<file path="src/rtl/mult_pkg.sv">
// Shared opcodes, FSM state and program-step encodings for the sequential
// shift-add multiplier that drives an external mult instruction unit.
package mult_pkg;

  localparam logic [4:0] OP_MOV_R0 = 5'b00000;
  localparam logic [4:0] OP_MOV_R1 = 5'b00100;
  localparam logic [4:0] OP_MOV_R2 = 5'b01000;
  localparam logic [4:0] OP_TEST   = 5'b00011;
  localparam logic [4:0] OP_ACC    = 5'b11001;
  localparam logic [4:0] OP_SHR    = 5'b00001;
  localparam logic [4:0] OP_SHL    = 5'b00110;

  typedef enum logic [2:0] {
    IDLE, ISSUE, WAIT_LO, WAIT_HI, NEXT, FIN
  } state_t;

  typedef enum logic [2:0] {
    ST_MOV_R0, ST_MOV_R1, ST_MOV_R2, ST_TEST, ST_ACC, ST_SHR, ST_SHL
  } step_t;

  function automatic logic [4:0] step_op(input step_t s);
    case (s)
      ST_MOV_R1: return OP_MOV_R1;
      ST_MOV_R2: return OP_MOV_R2;
      ST_TEST:   return OP_TEST;
      ST_ACC:    return OP_ACC;
      ST_SHR:    return OP_SHR;
      ST_SHL:    return OP_SHL;
      default:   return OP_MOV_R0;
    endcase
  endfunction

endpackage

</file>
<file path="src/rtl/mult_seq.sv">
// Sequential multiplier: runs MOV/TEST/ACC/SHR/SHL on an external mult unit
// via a start/done handshake. Define MULT_SEQ_EARLY_EXIT_EN to stop once b is exhausted.
module mult_seq
  import mult_pkg::*;
#(
  parameter int WIDTH   = 16,
  parameter int ITER    = 16,
  parameter int TIMEOUT = 64
) (
  input  logic             clk,
  input  logic             reset,
  input  logic             start,
  input  logic [WIDTH-1:0] a,
  input  logic [WIDTH-1:0] b,
  output logic             busy,
  output logic             done,
  output logic             err,
  output logic [WIDTH-1:0] product,
  output logic             m_s,
  output logic [4:0]       m_op,
  output logic [WIDTH-1:0] m_in,
  input  logic             m_done,
  input  logic [WIDTH-1:0] m_out
);

  localparam int IW = $clog2(ITER + 1);
  localparam int TW = $clog2(TIMEOUT + 1);

  state_t           state;
  step_t            step;
  step_t            step_nxt;
  logic             fin_nxt;
  logic [WIDTH-1:0] imm_nxt;
  logic [WIDTH-1:0] b_reg;
  logic [IW-1:0]    iter_cnt;
  logic [TW-1:0]    tmo_cnt;
  logic             tmo_hit;
`ifdef MULT_SEQ_EARLY_EXIT_EN
  logic [WIDTH-1:0] shadow;
`endif

  assign tmo_hit = (tmo_cnt == TW'(TIMEOUT - 1));

  // Program sequencer: decides the op after the one that just completed.
  always_comb begin
    step_nxt = step;
    fin_nxt  = 1'b0;
    case (step)
      ST_MOV_R0: step_nxt = ST_MOV_R1;
      ST_MOV_R1: step_nxt = ST_MOV_R2;
      ST_MOV_R2: begin
        step_nxt = ST_TEST;
`ifdef MULT_SEQ_EARLY_EXIT_EN
        if (shadow == '0) fin_nxt = 1'b1;
`endif
      end
      ST_TEST:   step_nxt = ST_ACC;
      ST_ACC:    step_nxt = ST_SHR;
      ST_SHR:    step_nxt = ST_SHL;
      ST_SHL: begin
        step_nxt = ST_TEST;
        fin_nxt  = (iter_cnt == IW'(ITER - 1));
`ifdef MULT_SEQ_EARLY_EXIT_EN
        if (shadow == '0) fin_nxt = 1'b1;
`endif
      end
      default:   step_nxt = ST_MOV_R0;
    endcase
    imm_nxt = (step_nxt == ST_MOV_R1) ? b_reg : '0;
  end

  always_ff @(posedge clk or negedge reset) begin
    if (!reset) begin
      state    <= IDLE;
      step     <= ST_MOV_R0;
      b_reg    <= '0;
      iter_cnt <= '0;
      tmo_cnt  <= '0;
      busy     <= 1'b0;
      done     <= 1'b0;
      err      <= 1'b0;
      product  <= '0;
      m_s      <= 1'b0;
      m_op     <= OP_MOV_R0;
      m_in     <= '0;
`ifdef MULT_SEQ_EARLY_EXIT_EN
      shadow   <= '0;
`endif
    end else begin
      done <= 1'b0;
      case (state)
        IDLE: begin
          m_s <= 1'b0;
          if (start && m_done) begin
            b_reg    <= b;
            step     <= ST_MOV_R0;
            iter_cnt <= '0;
            err      <= 1'b0;
            busy     <= 1'b1;
            m_s      <= 1'b1;
            m_op     <= OP_MOV_R0;
            m_in     <= a;
            state    <= ISSUE;
`ifdef MULT_SEQ_EARLY_EXIT_EN
            shadow   <= b;
`endif
          end
        end
        ISSUE: begin
          tmo_cnt <= '0;
          state   <= WAIT_LO;
        end
        WAIT_LO: begin
          if (!m_done) begin
            m_s     <= 1'b0;
            tmo_cnt <= '0;
            state   <= WAIT_HI;
          end else if (tmo_hit) begin
            err   <= 1'b1;
            m_s   <= 1'b0;
            busy  <= 1'b0;
            m_op  <= OP_MOV_R0;
            m_in  <= '0;
            state <= IDLE;
          end else begin
            tmo_cnt <= tmo_cnt + TW'(1);
          end
        end
        WAIT_HI: begin
          if (m_done) begin
            state <= NEXT;
          end else if (tmo_hit) begin
            err   <= 1'b1;
            m_s   <= 1'b0;
            busy  <= 1'b0;
            m_op  <= OP_MOV_R0;
            m_in  <= '0;
            state <= IDLE;
          end else begin
            tmo_cnt <= tmo_cnt + TW'(1);
          end
        end
        NEXT: begin
          step <= step_nxt;
          if (step == ST_SHL) iter_cnt <= iter_cnt + IW'(1);
`ifdef MULT_SEQ_EARLY_EXIT_EN
          if (step == ST_SHR) shadow <= shadow >> 1;
`endif
          if (fin_nxt) begin
            m_op  <= OP_MOV_R0;
            m_in  <= '0;
            state <= FIN;
          end else begin
            m_op  <= step_op(step_nxt);
            m_in  <= imm_nxt;
            m_s   <= 1'b1;
            state <= ISSUE;
          end
        end
        FIN: begin
          product <= m_out;
          done    <= 1'b1;
          busy    <= 1'b0;
          state   <= IDLE;
        end
        default: state <= IDLE;
      endcase
    end
  end

endmodule
</file>
<file path="config.mk">
export PLATFORM = sky130hd
export DESIGN_NAME = mult_seq
export DESIGN_NICKNAME = d
export VERILOG_FILES = /design/src/rtl/mult_pkg.sv /design/src/rtl/mult_seq.sv
export SDC_FILE = /design/constraint.sdc
export NUM_CORES = 1
export LEC_CHECK = 0
export CAP_MARGIN = 20
export CELL_PAD_IN_SITES_DETAIL_PLACEMENT = 1
export CELL_PAD_IN_SITES_GLOBAL_PLACEMENT = 2
export CORE_UTILIZATION = 34
export DETAILED_ROUTE_END_ITERATION = 7
export MAX_ROUTING_LAYER = met4
export PLACE_DENSITY_LB_ADDON = 0.1
export SETUP_SLACK_MARGIN = 0.15
export SLEW_MARGIN = 30
export SYNTH_ARGS = -nofsm -noshare
export SYNTH_HDL_FRONTEND = slang
export SYNTH_SLANG_ARGS = --single-unit
</file>
<file path="constraint.sdc">
create_clock -name clk -period 4.07 [get_ports clk]
set_input_delay 0.407 -clock clk [delete_from_list [all_inputs] [get_ports clk]]
set_output_delay 0.407 -clock clk [all_outputs]
set_load 0.02 [all_outputs]
</file>
# Word level (Yosys, flattened, before mapping)
# Cells that the tools add are included.
[totals] ff_bits=75 output_inout_bits=41
[op_classes] add_sub_neg=2 eq_ne=24 muxes=47 n_reduce_logical=17
[op_table] op="two-way mux 16 bit" count=6
[op_table] op="one-hot mux 16 bit (4 select lines)" count=1
[op_table] op="two-way mux 5 bit" count=6
[op_table] op="one-hot mux 5 bit (6 select lines)" count=1
[op_table] op="== test 3 bit, second input constant" count=8
[op_table] op="two-way mux 7 bit" count=3
[op_table] op="one-hot mux 7 bit (3 select lines)" count=1
[op_table] op="one-hot mux 5 bit (4 select lines)" count=1
[op_table] op="== test 3 x 2 -> 1 bit, second input constant" count=6
[op_table] op="two-way mux 3 bit" count=6
[op_table] op="one-hot mux 3 bit (6 select lines)" count=1
[op_table] op="two-way mux 1 bit" count=15
[op_table] op="one-hot mux 3 bit (5 select lines)" count=1
[op_table] op="AND reduction 4 bit" count=3
[op_table] op="inequality test 2 bit, second input constant" count=5
[op_table] op="one-hot mux 5 bit (2 select lines)" count=1
[op_table] op="== test 3 x 1 -> 1 bit, second input constant" count=3
[op_table] op="one-hot mux 1 bit (4 select lines)" count=2
[op_table] op="nonzero test 4 bit" count=2
[op_table] op="adder 7 x 1 -> 7 bit, second input constant" count=1
[op_table] op="== test 7 x 6 -> 1 bit, second input constant" count=1
[op_table] op="zero test 3 bit" count=2
[op_table] op="one-hot mux 3 bit (2 select lines)" count=1
[op_table] op="AND reduction 2 bit" count=3
[op_table] op="other kinds (8)" count=10

# Longest topological paths before layout
[depth] depth_word=7 mapped_depth=7 depth_no_buf=6

# Least setup slack after synthesis
# OpenSTA, ideal clock, no wires.
[synth_path] kind="register to register" start="reg tmo_cnt[0]" end="reg m_in[15]" arrival_ns=1.663 path_slack_ns=2.283 stages_incl_launch_ff=7 n_path_buf=1 synth_period_minus_slack_ns=1.787 cell_sequence="dfrtp_1 > ha_1 > nand3b_1 > nor2_2 > a31oi_1 > buf_2 > mux2_2"
[synth_via] elab_chain_cells=4 elab_cells_between_ends=5 classes_between="eq/ne (1); mux (4)"
[synth_lines] element="start, declared" line="mult_seq.sv:36" rtl="logic [TW-1:0] tmo_cnt;"
[synth_lines] element="start signal, assigned" line="mult_seq.sv:126" rtl="tmo_cnt <= tmo_cnt + TW'(1);"
[synth_lines] element="start signal, assigned" line="mult_seq.sv:140" rtl="tmo_cnt <= tmo_cnt + TW'(1);"
[synth_lines] element="== test 7 x 6 -> 1 bit *" line="mult_seq.sv:42" rtl="assign tmo_hit = (tmo_cnt == TW'(TIMEOUT - 1));"
[synth_lines] element="two-way mux 16 bit *"
[synth_lines] element="two-way mux 16 bit (on tied branches)"
[synth_lines] element="one-hot mux 16 bit (4 select lines) *"
[synth_lines] element="end signal, assigned" line="mult_seq.sv:155" rtl="m_in <= imm_nxt;"
[synth_lines] element="end, declared" line="mult_seq.sv:21" rtl="output logic [WIDTH-1:0] m_in,"
# Mark *: on every way between the ends. The rest lies on a longest branch, timed or not. The select of a mux whose other input is x is not followed.
# A chain may end at the register's enable or synchronous reset.

# Final worst setup path
[layout_path] start="reg state[0]" end="reg m_in[9]"
[layout_via] elab_chain_cells=3 elab_cells_between_ends=10 classes_between="eq/ne (6); mux (1); reduce/logical (3)"
[layout_lines] element="start, declared" line="mult_seq.sv:29" rtl="state_t state;"
[layout_lines] element="start signal, assigned" line="mult_seq.sv:74" rtl="state <= IDLE;"
[layout_lines] element="start signal, assigned" line="mult_seq.sv:103" rtl="state <= ISSUE;"
[layout_lines] element="start signal, assigned" line="mult_seq.sv:111" rtl="state <= WAIT_LO;"
[layout_lines] element="== test 3 bit, or another cell as far along" line="mult_seq.sv:91" rtl="case (state)"
[layout_lines] element="nonzero test 4 bit (no source line) / inequality test 2 bit (equally long branches)"
[layout_lines] element="AND reduction 4 bit (no source line)"
# Several ways; a longest one is shown, not always the timed one.

==> results.yml <==
global_routing:
  grt_max_degree: 76
  grt_overflow_total: 0
  grt_pass1_wl_um: 13900
  grt.total_usage: 0.169
  antenna_found_initial: 0
  grt_pass1_vias: 2724
worst_setup_path:
  path_class: "flop to flop"
  cp-start-kind: "flop"
  critPathArrivalTime_ns: 2.50
  critPathRequiredTime_ns: 4.30
  cp-end-kind: "flop"
  cp_max_fo: 16
cts:
  clk_latency_ns: 0.35
  cts_tree: "built"
  clk_pin_slew_worst_paths_ns: 0.08
  holdBufCountCts: 0
  ctsLongestPathBuffers: 2
  cts_buffers: 9
  cts_setup_buffers: 0
  cts.sinks: 75
  htree_num_levels: 3
  cts-root-buf: "clkbuf_8"
  cts_resized: 0
synthesis:
  seq_area_frac_synth: 0.534
  avgSynthCellArea_um2: 12.6
  netlist.area_leader.share: 0.534
  synth_area_leaders: "dfrtp_1, mux2_2, a22o_1"
  netlist_instances: 278
  synth_edf_count: 0
  ys_warn_count: 0
  synth_commonest_cells: "dfrtp_1, mux2_2, a22o_1"
  synthFlopType: "dfrtp_1"
  syn_nets: 340
  synthArstFlopShare: 1.00
  synth_top_cell_by_area: "dfrtp_1"
  synth.most_common_cell: "dfrtp_1"
  yosysUniqueCellTypes: 45
  synth_area_um2: 3510
  ys_ff_latch: 75
drt:
  dr.pass1.iters: 4
  avgViaCountPerCell: 4.93
  wl_um: 8290
  postRouteAntennaNets: 0
  first_iter_violations: 70
  dr_total_vias: 2501
  wl_per_cell_um: 16.3
  drc: 0
final_layout:
  syn2layout_area_growth_pct: 36.4
  regArea_um2: 1880
  n_antenna_cell: 0
  multiInputGateArea_um2: 1520
  finalInstanceArea_um2: 4790
  final_net_count: 432
  fin_util: 0.483
  drive_above_1_share: 0.214
  n_fill_cell: 1061
pwr:
  power_density_nw_per_um2: 705
  peakVddDrop_uv: 280
  p_leak_nw: 2.05
sta:
  grt_setup_unrepaired: "no"
  fin_crit_ns: 2.28
  min_period_over_period: 0.559
  setup-tns-final_ns: 0
  worst_pin_slew_ns: 0.756
  skew_ns: 0.00867
  hold_violations: 0
  finalSetupViolCount: 0
  fmax_mhz: 439
  maxSlewHeadroom: 0.496
  slew_viol_final: 0
placed_design:
  place_area_um2: 4530
  place_congestion: 0.689
  dp_hpwl_um: 5820
  port_buffers: 92
floorplan:
  die_area_um2: 10700
  die-height_um: 104
  num_io_pins: 93
  core_um2: 9910
  rows: 36
  fp.dieW_um: 104
  initial_core_util: 0.355
hold_path:
  hold_path.class: "input pin to async pin"
run_status:
  status: "finished clean"
flow_run:
  cap_violations: 0
## per-layer routing
metal / track usage / vias to the layer above / routed length (um)
li1: - / 1190 / -
met4: 0.0694 / 0 / 133
met5: - / - / 0
met2: 0.272 / 67 / 4050
met3: 0.0409 / 16 / 441
met1: 0.204 / 1228 / 3660
## worst max-delay path: stages, from the launching register on
cell	delay, ns
dfrtp_1	0.76
xor2_1	0.23
a31oi_2	0.49
buf_4	0.32
mux2_2	0.36
## worst paths after layout
kind                           from           to  slack (ns)  depth (start not counted)
min in group clk            m_op[3]      m_op[3]        0.50                          1
min                           reset  iter_cnt[1]        0.05                          1
max                        state[0]      m_in[9]        1.79                          4
max in group asynchronous     reset    b_reg[14]        3.49                          1
min reg2reg                 m_op[3]      m_op[3]        0.50                          1
max reg2reg                state[0]      m_in[9]        1.79                          4
## cells by family after synthesis
group,synth area share
buffers and inverters,0.0363
muxes,0.160
and+or+nand+nor,0.103
xor gates and xnor gates,0.00748
DFF,0.534
AOI/OAI and AO/OA,0.124
adders and majority gates,0.0356
## through the flow
step                      total power, mW  setup WS, ns  std cells  hold slack (ns)
after floorplan                      2.09          2.28        278            0.111
after global placement               2.62          1.46        492            0.484
after detailed placement             2.66          1.40        492            0.489
after CTS                            3.44          1.74        507            0.103
after global routing                 3.60          1.55        507            0.115
final                                3.38          1.79        507           0.0536
## layout make-up
class	count	area share
flip-flops and latches	75	0.392
multi-input cells	182	0.316
repair buffers	95	0.197
clock inverters	6	0.0287
well taps	133	0.0347
clock buffers	9	0.0259
inverters	7	0.00548
## report_power, final
part           switching, mW  total, mW  internal (mW)
clock                  0.288      0.757          0.469
combinational          0.632       1.36          0.724
sequential             0.225       1.27           1.04
total                   1.15       3.38           2.23
## placed cells by master (no fill, tap or decap), types with 2 or more instances in the layout
| master | n |
|---|---|
| and3_1 | 3 |
| o31ai_1 | 2 |
| inv_1 | 7 |
| buf_4 | 3 |
| clkbuf_8 | 9 |
| clkdlybuf4s50_1 | 91 |
| ha_1 | 10 |
| dfrtp_1 | 75 |
| a32o_1 | 2 |
| nor2_2 | 3 |
| nand3_1 | 10 |
| bufinv_16 | 4 |
| nor2_1 | 14 |
| or3_1 | 4 |
| o21ai_0 | 9 |
| a22o_1 | 19 |
| nor3_1 | 2 |
| o2bb2ai_1 | 4 |
| nand2_1 | 12 |
| a21oi_1 | 11 |
| mux2_2 | 49 |
| and2b_1 | 2 |
| xor2_1 | 2 |
| o22ai_1 | 2 |
| nand3b_1 | 2 |
No activity file was read; power rests on OpenSTA's default activity.
